--- src/rtl/mmm_serial_core_if.sv ---
// mmm_serial_core_if: operand/result bus for the bit-serial Montgomery multiplier.
//   master : exponentiation control side (drives ena/clear/start/operands)
//   slave  : multiplier core (drives result/busy/done[/err])
// Optional MMM_OPCHECK_EN adds the err flag to the bus.
interface mmm_serial_core_if #(parameter int WIDTH = 8);
  logic             ena;
  logic             clear;
  logic             start;
  logic [WIDTH-1:0] a_in;
  logic [WIDTH-1:0] b_in;
  logic [WIDTH-1:0] m_in;
  logic [WIDTH-1:0] result;
  logic             busy;
  logic             done;
`ifdef MMM_OPCHECK_EN
  logic             err;

  modport master (output ena, clear, start, a_in, b_in, m_in,
                  input  result, busy, done, err);
  modport slave  (input  ena, clear, start, a_in, b_in, m_in,
                  output result, busy, done, err);
`else
  modport master (output ena, clear, start, a_in, b_in, m_in,
                  input  result, busy, done);
  modport slave  (input  ena, clear, start, a_in, b_in, m_in,
                  output result, busy, done);
`endif
endinterface

--- src/rtl/mmm_serial_core.sv ---
// mmm_serial_core: radix-2 bit-serial Montgomery multiplier,
//   result = A * B * 2^-WIDTH mod M.
// Ports:
//   clk  - rising-edge clock
//   rst  - asynchronous active-high reset
//   bus  - mmm_serial_core_if.slave (ena, clear, start, a_in, b_in, m_in ->
//          result, busy, done[, err])
// Macro MMM_OPCHECK_EN: registers an operand sanity flag (err) on start and
//   short-circuits the iteration when operands are illegal.
// Timing: start sampled at edge k, done visible after edge k+WIDTH+2; a new
//   start may be sampled in the same cycle done is high (WIDTH+3 per op).
module mmm_serial_core #(
  parameter int WIDTH = 8
) (
  input  logic               clk,
  input  logic               rst,
  mmm_serial_core_if.slave   bus
);
  localparam int CW = $clog2(WIDTH + 1);

  typedef enum logic [1:0] {IDLE, ITER, CORRECT, DONE} state_t;

  state_t           state;
  logic [WIDTH-1:0] a_sh, b_r, m_r, result_r;
  logic [WIDTH+1:0] acc;
  logic [CW-1:0]    cnt;
  logic             busy_r, done_r;

  // Iteration datapath: add B when the scanned A bit is set, add M to make
  // the sum even, then halve.
  logic             ai, q;
  logic [WIDTH+1:0] sum;
  logic [WIDTH-1:0] diff;
  logic             ge_m;

  always_comb begin
    ai   = a_sh[0];
    q    = acc[0] ^ (ai & b_r[0]);
    sum  = acc + (ai ? {2'b00, b_r} : '0) + (q ? {2'b00, m_r} : '0);
    ge_m = (acc >= {2'b00, m_r});
    // Only the low WIDTH bits survive the final truncation.
    diff = acc[WIDTH-1:0] - m_r;
  end

`ifdef MMM_OPCHECK_EN
  logic err_r, op_bad;
  always_comb
    op_bad = ~bus.m_in[0] | (bus.m_in < WIDTH'(2)) |
             (bus.a_in >= bus.m_in) | (bus.b_in >= bus.m_in);
  assign bus.err = err_r;
`endif

  always_ff @(posedge clk or posedge rst) begin
    if (rst) begin
      state    <= IDLE;
      a_sh     <= '0;
      b_r      <= '0;
      m_r      <= '0;
      acc      <= '0;
      cnt      <= '0;
      result_r <= '0;
      busy_r   <= 1'b0;
      done_r   <= 1'b0;
`ifdef MMM_OPCHECK_EN
      err_r    <= 1'b0;
`endif
    end else if (bus.ena) begin
      done_r <= 1'b0;
      if (bus.clear) begin
        state  <= IDLE;
        busy_r <= 1'b0;
      end else begin
        case (state)
          IDLE: begin
            if (bus.start) begin
              a_sh   <= bus.a_in;
              b_r    <= bus.b_in;
              m_r    <= bus.m_in;
              acc    <= '0;
              cnt    <= '0;
              busy_r <= 1'b1;
`ifdef MMM_OPCHECK_EN
              err_r  <= op_bad;
              // Bad operands bypass the iterations; CORRECT forces result=0
              // so done still lands two edges after start.
              state  <= op_bad ? CORRECT : ITER;
`else
              state  <= ITER;
`endif
            end else begin
              // busy stays up through the done cycle, drops afterwards.
              busy_r <= 1'b0;
            end
          end
          ITER: begin
            acc  <= sum >> 1;
            a_sh <= a_sh >> 1;
            cnt  <= cnt + 1'b1;
            if (cnt == CW'(WIDTH - 1)) state <= CORRECT;
          end
          CORRECT: begin
`ifdef MMM_OPCHECK_EN
            if (err_r)     result_r <= '0;
            else
`endif
            if (ge_m)      result_r <= diff;
            else           result_r <= acc[WIDTH-1:0];
            state <= DONE;
          end
          DONE: begin
            done_r <= 1'b1;
            state  <= IDLE;
          end
          default: state <= IDLE;
        endcase
      end
    end
  end

  assign bus.result = result_r;
  assign bus.busy   = busy_r;
  assign bus.done   = done_r;
endmodule

--- src/flat_wrapper.sv ---
// flat-port wrapper written by rule: the top's interface ports become plain ports
module mmm_serial_core_flat 
#(
  parameter int WIDTH = 8
)
  (clk, rst, bus_ena, bus_clear, bus_start, bus_a_in, bus_b_in, bus_m_in, bus_result, bus_busy, bus_done);
  mmm_serial_core_if #(.WIDTH(WIDTH)) bus_i ();
  input  logic clk;
  input  logic rst;
  input wire logic [$bits(bus_i.ena)-1:0] bus_ena;
  input wire logic [$bits(bus_i.clear)-1:0] bus_clear;
  input wire logic [$bits(bus_i.start)-1:0] bus_start;
  input wire logic [$bits(bus_i.a_in)-1:0] bus_a_in;
  input wire logic [$bits(bus_i.b_in)-1:0] bus_b_in;
  input wire logic [$bits(bus_i.m_in)-1:0] bus_m_in;
  output wire logic [$bits(bus_i.result)-1:0] bus_result;
  output wire logic [$bits(bus_i.busy)-1:0] bus_busy;
  output wire logic [$bits(bus_i.done)-1:0] bus_done;
  assign bus_i.ena = bus_ena;
  assign bus_i.clear = bus_clear;
  assign bus_i.start = bus_start;
  assign bus_i.a_in = bus_a_in;
  assign bus_i.b_in = bus_b_in;
  assign bus_i.m_in = bus_m_in;
  assign bus_result = bus_i.result;
  assign bus_busy = bus_i.busy;
  assign bus_done = bus_i.done;
  mmm_serial_core #(.WIDTH(WIDTH)) u_core (.clk(clk), .rst(rst), .bus(bus_i));
endmodule
--- config.mk ---
export PLATFORM = sky130hd
export DESIGN_NAME = mmm_serial_core_flat
export DESIGN_NICKNAME = d
export VERILOG_FILES = /design/src/rtl/mmm_serial_core_if.sv /design/src/rtl/mmm_serial_core.sv /design/src/flat_wrapper.sv
export SDC_FILE = /design/constraint.sdc
export NUM_CORES = 1
export LEC_CHECK = 0
export CAP_MARGIN = 20
export CORE_ASPECT_RATIO = 1.2
export CORE_MARGIN = 2
export CORE_UTILIZATION = 56
export CTS_CLUSTER_DIAMETER = 50
export DETAILED_ROUTE_END_ITERATION = 16
export GPL_TIMING_DRIVEN = 0
export HOLD_SLACK_MARGIN = 0.02
export PLACE_DENSITY = 0.8
export SYNTH_ARGS = -nofsm -noshare
export SYNTH_HDL_FRONTEND = slang
export SYNTH_SLANG_ARGS = --single-unit
--- constraint.sdc ---
create_clock -name clk -period 4.8 [get_ports clk]
set_input_delay 1.44 -clock clk [delete_from_list [all_inputs] [get_ports clk]]
set_output_delay 1.44 -clock clk [all_outputs]
set_load 0.02 [all_outputs]
# After elaboration in Yosys (flattened, before gate mapping)
# Index checks and enable logic that the tools add are counted.
[classes] mul=0 n_eq_ne=7 n_reduce_logical=8 order_cmp=1 n_bitwise=3 add_sub_neg=4 div=0 mux=18 shifts=0
[ops] cell="8-bit 2-to-1 mux" count=4
[ops] cell="10-bit adder" count=2
[ops] cell="10-bit one-hot mux with 2 select lines" count=1
[ops] cell="8-bit one-hot mux with 2 select lines" count=1
[ops] cell="10-bit by 8-bit >= comparator with 1-bit output" count=1
[ops] cell="10-bit 2-to-1 mux" count=1
[ops] cell="2-bit one-hot mux with 4 select lines" count=1
[ops] cell="4-bit one-hot mux with 2 select lines" count=1
[ops] cell="4-bit AND reduction" count=2
[ops] cell="8-bit subtractor" count=1
[ops] cell="2-bit 2-to-1 mux" count=3
[ops] cell="3-bit AND reduction" count=2
[ops] cell="1-bit 2-to-1 mux" count=5
[ops] cell="4-bit by 1-bit adder with 4-bit output, second input constant" count=1
[ops] cell="2-bit == test, second input constant" count=2
[ops] cell="4-bit by 3-bit == test with 1-bit output, second input constant" count=1
[ops] cell="4-bit 2-to-1 mux" count=1
[ops] cell="2-bit nonzero test" count=2
[ops] cell="3-bit by 2-bit != test with 1-bit output, second input constant" count=1
[ops] cell="3-bit != test, second input constant" count=1
[ops] cell="2-bit by 1-bit == test with 1-bit output, second input constant" count=1
[ops] cell="2-bit logical NOT" count=1
[ops] cell="2-bit != test, second input constant" count=1
[ops] cell="2-bit AND reduction" count=1
[ops] cell="other kinds (3)" count=3
[word_totals] mem_count=0 latch_bits=0 rom_bits=0 input_bits=29 ramBits=0 regBits=50 word_cells=50

# Logic depth before layout (Yosys ltp)
[depth] ltp_word=5 mapped_depth=13

# Worst setup path before layout
# Ideal clock, no wire load.
[synth_path] path_type="reg2reg" start="reg u_core.a_sh[0]" end="reg u_core.acc[8]" path_slack_ps=1379 path_buffers=1 arrival_ps=3281 stages_incl_launch_ff=13 synth_period_minus_slack_ps=3421 path_cell_list="dfrtp_1 -> clkbuf_1 -> and2_1 -> xnor2_1 -> and2_1 -> fa_1 -> ha_1 -> fa_1 -> a211oi_1 -> o21bai_1 -> a21o_1 -> a2111oi_0 -> a211oi_1"
[synth_via] elab_chain_cells=5 word_cells_on_any_way=7 classes_between="2 x add/sub; 3 x mux; 2 x bitwise"
[synth_rtl] element="start: declaration" line_no="mmm_serial_core.sv:24" rtl="logic [WIDTH-1:0] a_sh, b_r, m_r, result_r;"
[synth_rtl] element="start signal: assignment" line_no="mmm_serial_core.sv:76" rtl="a_sh <= bus.a_in;"
[synth_rtl] element="start signal: assignment" line_no="mmm_serial_core.sv:97" rtl="a_sh <= a_sh >> 1;"
[synth_rtl] element="parallel branches: the longest is 3 deep, another holds 10-bit adder"
[synth_rtl] element="10-bit adder *" line_no="mmm_serial_core.sv:39" rtl="sum = acc + (ai ? {2'b00, b_r} : '0) + (q ? {2'b00, m_r} : '0);"
[synth_rtl] element="10-bit one-hot mux with 2 select lines *" line_no="mmm_serial_core.sv:73" rtl="case (state)"
[synth_rtl] element="end signal: assignment" line_no="mmm_serial_core.sv:96" rtl="acc <= sum >> 1;"
[synth_rtl] element="end: declaration" line_no="mmm_serial_core.sv:25" rtl="logic [WIDTH+1:0] acc;"
# Mark *: on every way between the ends.
# A chain may end at the register's enable or synchronous reset.

# Worst setup path in the final report
# Same ends and word-level chain as after synthesis.

==> results.sh <==
export IMPL_status="complete, no violations"
export IMPL_wirelength_um=6700
export IMPL_hold_violations=0
export IMPL_crit_required_ns=4.96
export IMPL_post_synth_cell_area_avg_um2=9.64
export IMPL_critical_path_max_stage_delay_ns=0.57
export IMPL_ir_drop_uv=382
export IMPL_post_cts_repair_setup_buffers=0
export IMPL_min_period_over_period_pct=84.3
export IMPL_fin_util_pct=69.3
export IMPL_dp_hpwl_um=5140
export IMPL_yosysWarnings=0
export IMPL_synth_top_area_share_pct=39.0
export IMPL_rows=29
export IMPL_whs_ns=0.481
export IMPL_grt_pass1_wl_um=11600
export IMPL_clkSlewWorstSetupHoldPaths_ns=0.09
export IMPL_min_from="u_core.bus.result[2]$_DFFE_PP0P_"
export IMPL_ys_flop_type="dfrtp_1"
export IMPL_worst_pin_slew_ns=0.705
export IMPL_nFillCells=449
export IMPL_max_cap_viol_count=0
export IMPL_avgViaCountPerCell=5.69
export IMPL_wl_per_cell_um=15.4
export IMPL_drv_slew=0
export IMPL_post_synth_top_count_cell="dfrtp_1"
export IMPL_rsz0062_at_grt="false"
export IMPL_dp_slack_ns=0.787
export IMPL_startpoint_type="flip-flop"
export IMPL_place_congestion=0.834
export IMPL_fmax_mhz=247
export IMPL_core_area_mm2=0.00537
export IMPL_grt_pass1_vias=2552
export IMPL_fin_skew_ns=0.00869
export IMPL_crit_type="reg2reg"
export IMPL_track_usage_pct=23.9
export IMPL_ant_nets=0
export IMPL_cp_end_kind="flip-flop"
export IMPL_yosys_register_bits=49
export IMPL_postCtsHoldBufs=0
export IMPL_io_buffers=38
export IMPL_grt_max_degree=32
export IMPL_synth_area_top_cells="dfrtp_1 39%, ha_1 9.2%, fa_1 5.7%"
export IMPL_pin_count=39
export IMPL_first_pass_iters=4
export IMPL_antenna_found_initial=0
export IMPL_clock_latency_ns=0.30
export IMPL_postSynthCellCount=326
export IMPL_post_cts_resized=0
export IMPL_num_antenna_cells=0
export IMPL_cts_sinks=49
export IMPL_htreeDepth=2
export IMPL_yosysUniqueCellTypes=43
export IMPL_die_width_um=72.4
export IMPL_initial_core_util_pct=58.5
export IMPL_powerDensity_mw_per_mm2=707
export IMPL_cp_num_buf_inv=1
export IMPL_postSynthNetCount=387
export IMPL_setup_ws_ns=0.754
export IMPL_die_h_um=86.1
export IMPL_stdcell_count=435
export IMPL_finalSetupViolations=0
export IMPL_timing_rr_start="u_core.a_sh[0]$_DFFE_PP0P_"
export IMPL_fin_crit_ns=4.05
export IMPL_synth_async_reset_ratio_pct=100
export IMPL_critical_path_arrival_ns=4.20
export IMPL_finalSetupTns_ns=0
export IMPL_slew_headroom_pct=52.7
export IMPL_numCtsBuffers=5
export IMPL_drc_errors=0
export IMPL_ctsRootBufferMaster="clkbuf_8"
export IMPL_die_area_mm2=0.00623
export IMPL_synthTopCellsByCount="49 x dfrtp_1, 35 x nand2_1, 31 x inv_1"
export IMPL_globalRoute_totalOverflow=0
export IMPL_yosys_area_top_type="dfrtp_1"
export IMPL_nNetsFinal=433
export IMPL_placed_cells=427
export IMPL_synth_edf_count=0
export IMPL_p_leak_nw=1.74
export IMPL_drt_iter0_drc=109
export IMPL_clockBufferDepth=2
export IMPL_vias=2477
export IMPL_path_cells="clkbuf_1 > and2_1 > xnor2_1 > and2_1 > fa_1 > ha_1 > fa_1 > a211oi_1 > o21bai_1 > a21o_1 > a2111oi_0 > a211oi_1"
export IMPL_path_max_fanout=9
export IMPL_path_delay_family="compound AO/OA/AOI/OAI gates"
export IMPL_tritoncts="yes"
export IMPL_drive_gt1_share_pct=9.38
export IMPL_synth_seq_area_share_pct=39.0
export IMPL_hold_path_class="reg2reg"
export IMPL_startpoint="u_core.a_sh[0]$_DFFE_PP0P_"
export IMPL_synth_area_mm2=0.00314
export IMPL_area_delta_synth_final_pct=18.4
export IMPL_slowest_stage="xnor2_1"
## power by group
part	leakage [nW]	total [mW]	switching [mW]	internal, mW
registers	0.618	0.729	0.140	0.589
clock network	0.0542	0.271	0.140	0.131
logic	1.07	1.63	0.892	0.740
total	1.74	2.63	1.17	1.46
## sequential cells by signal (all words and copies together) (netlist names)
| signal | flops |
|---|---|
| u_core.a_sh | 8 |
| u_core.acc | 9 |
| u_core.b_r | 8 |
| u_core.bus.busy | 1 |
| u_core.bus.done | 1 |
| u_core.bus.result | 8 |
| u_core.cnt | 4 |
| u_core.m_r | 8 |
| u_core.state | 2 |
## tightest hold or removal path, stage by stage, from the launching register on
cell	delay (ns)
dfrtp_1	0.35
nand2_1	0.04
o21ai_0	0.06
## layer usage
layer	track usage, %	up-vias	share of wire, %
met3	3.53	12	3.2
met5	0	-	0
met2	42.2	49	52
met4	8.59	0	2.0
met1	29.3	1202	43
li1	-	1214	-
## final timing paths
path,slack [ns],to,depth (start not counted)
worst max-delay path,0.75,u_core.acc[8]$_DFFE_PP0P_,12
worst min-delay path,0.48,u_core.bus.result[2]$_DFFE_PP0P_,2
worst max register to register,0.75,u_core.acc[8]$_DFFE_PP0P_,12
worst min register to register,0.48,u_core.bus.result[2]$_DFFE_PP0P_,2
max in group asynchronous,2.84,u_core.a_sh[0]$_DFFE_PP0P_,3
min in group asynchronous,1.44,u_core.bus.result[7]$_DFFE_PP0P_,2
## layout make-up
| class | count | area (um2) | area share (%) |
|---|---|---|---|
| buffer | 13 | 65.1 | 1.75 |
| clock buffer | 7 | 96.3 | 2.59 |
| clock inverter | 1 | 5.00 | 0.134 |
| inverter | 31 | 116 | 3.13 |
| multi-input combinational | 233 | 1740 | 46.6 |
| sequential | 49 | 1230 | 32.9 |
| tap | 62 | 77.6 | 2.08 |
| timing repair buffer | 39 | 400 | 10.8 |
## logic make-up after synthesis
kind of cell,after synthesis,share of synthesized area (%)
and+or+nand+nor,96,14.5
buffers and inverters,44,5.77
xor gates and xnor gates,10,2.79
AOI/OAI and AO/OA,68,13.8
muxes,27,9.24
adders and majority gates,32,14.9
DFF,49,39.0
## stage by stage
stage / power [mW] / cell area, um2
after CTS: 2.64 / 3720
after floorplan: 1.96 / 3140
final: 2.63 / 3720
after global routing: 2.90 / 3720
after global placement: 2.27 / 3600
after detailed placement: 2.36 / 3620
## placed cells by master, fill, tap and decap left out, types with 2 or more instances in the layout
master	count
o211ai_1	2
buf_4	3
a31oi_1	5
and2_1	7
nor3b_1	4
clkbuf_1	6
o21ai_0	17
dfrtp_1	49
nor2_1	21
o31ai_1	2
a21oi_1	15
fa_1	9
clkbuf_8	7
nand3b_1	2
o21bai_1	2
nor3_1	3
nand2_1	35
a21o_1	5
nand2b_1	4
a211oi_1	6
buf_2	4
mux2i_1	11
o32ai_1	2
nand4_1	2
o21a_1	2
o311ai_1	2
a32o_1	2
xor2_1	5
nand3_1	11
ha_1	23
nor2b_1	3
mux2_2	16
inv_1	30
clkdlybuf4s50_1	38
xnor2_1	5
Note: power is estimated with default switching activity, not from simulation.
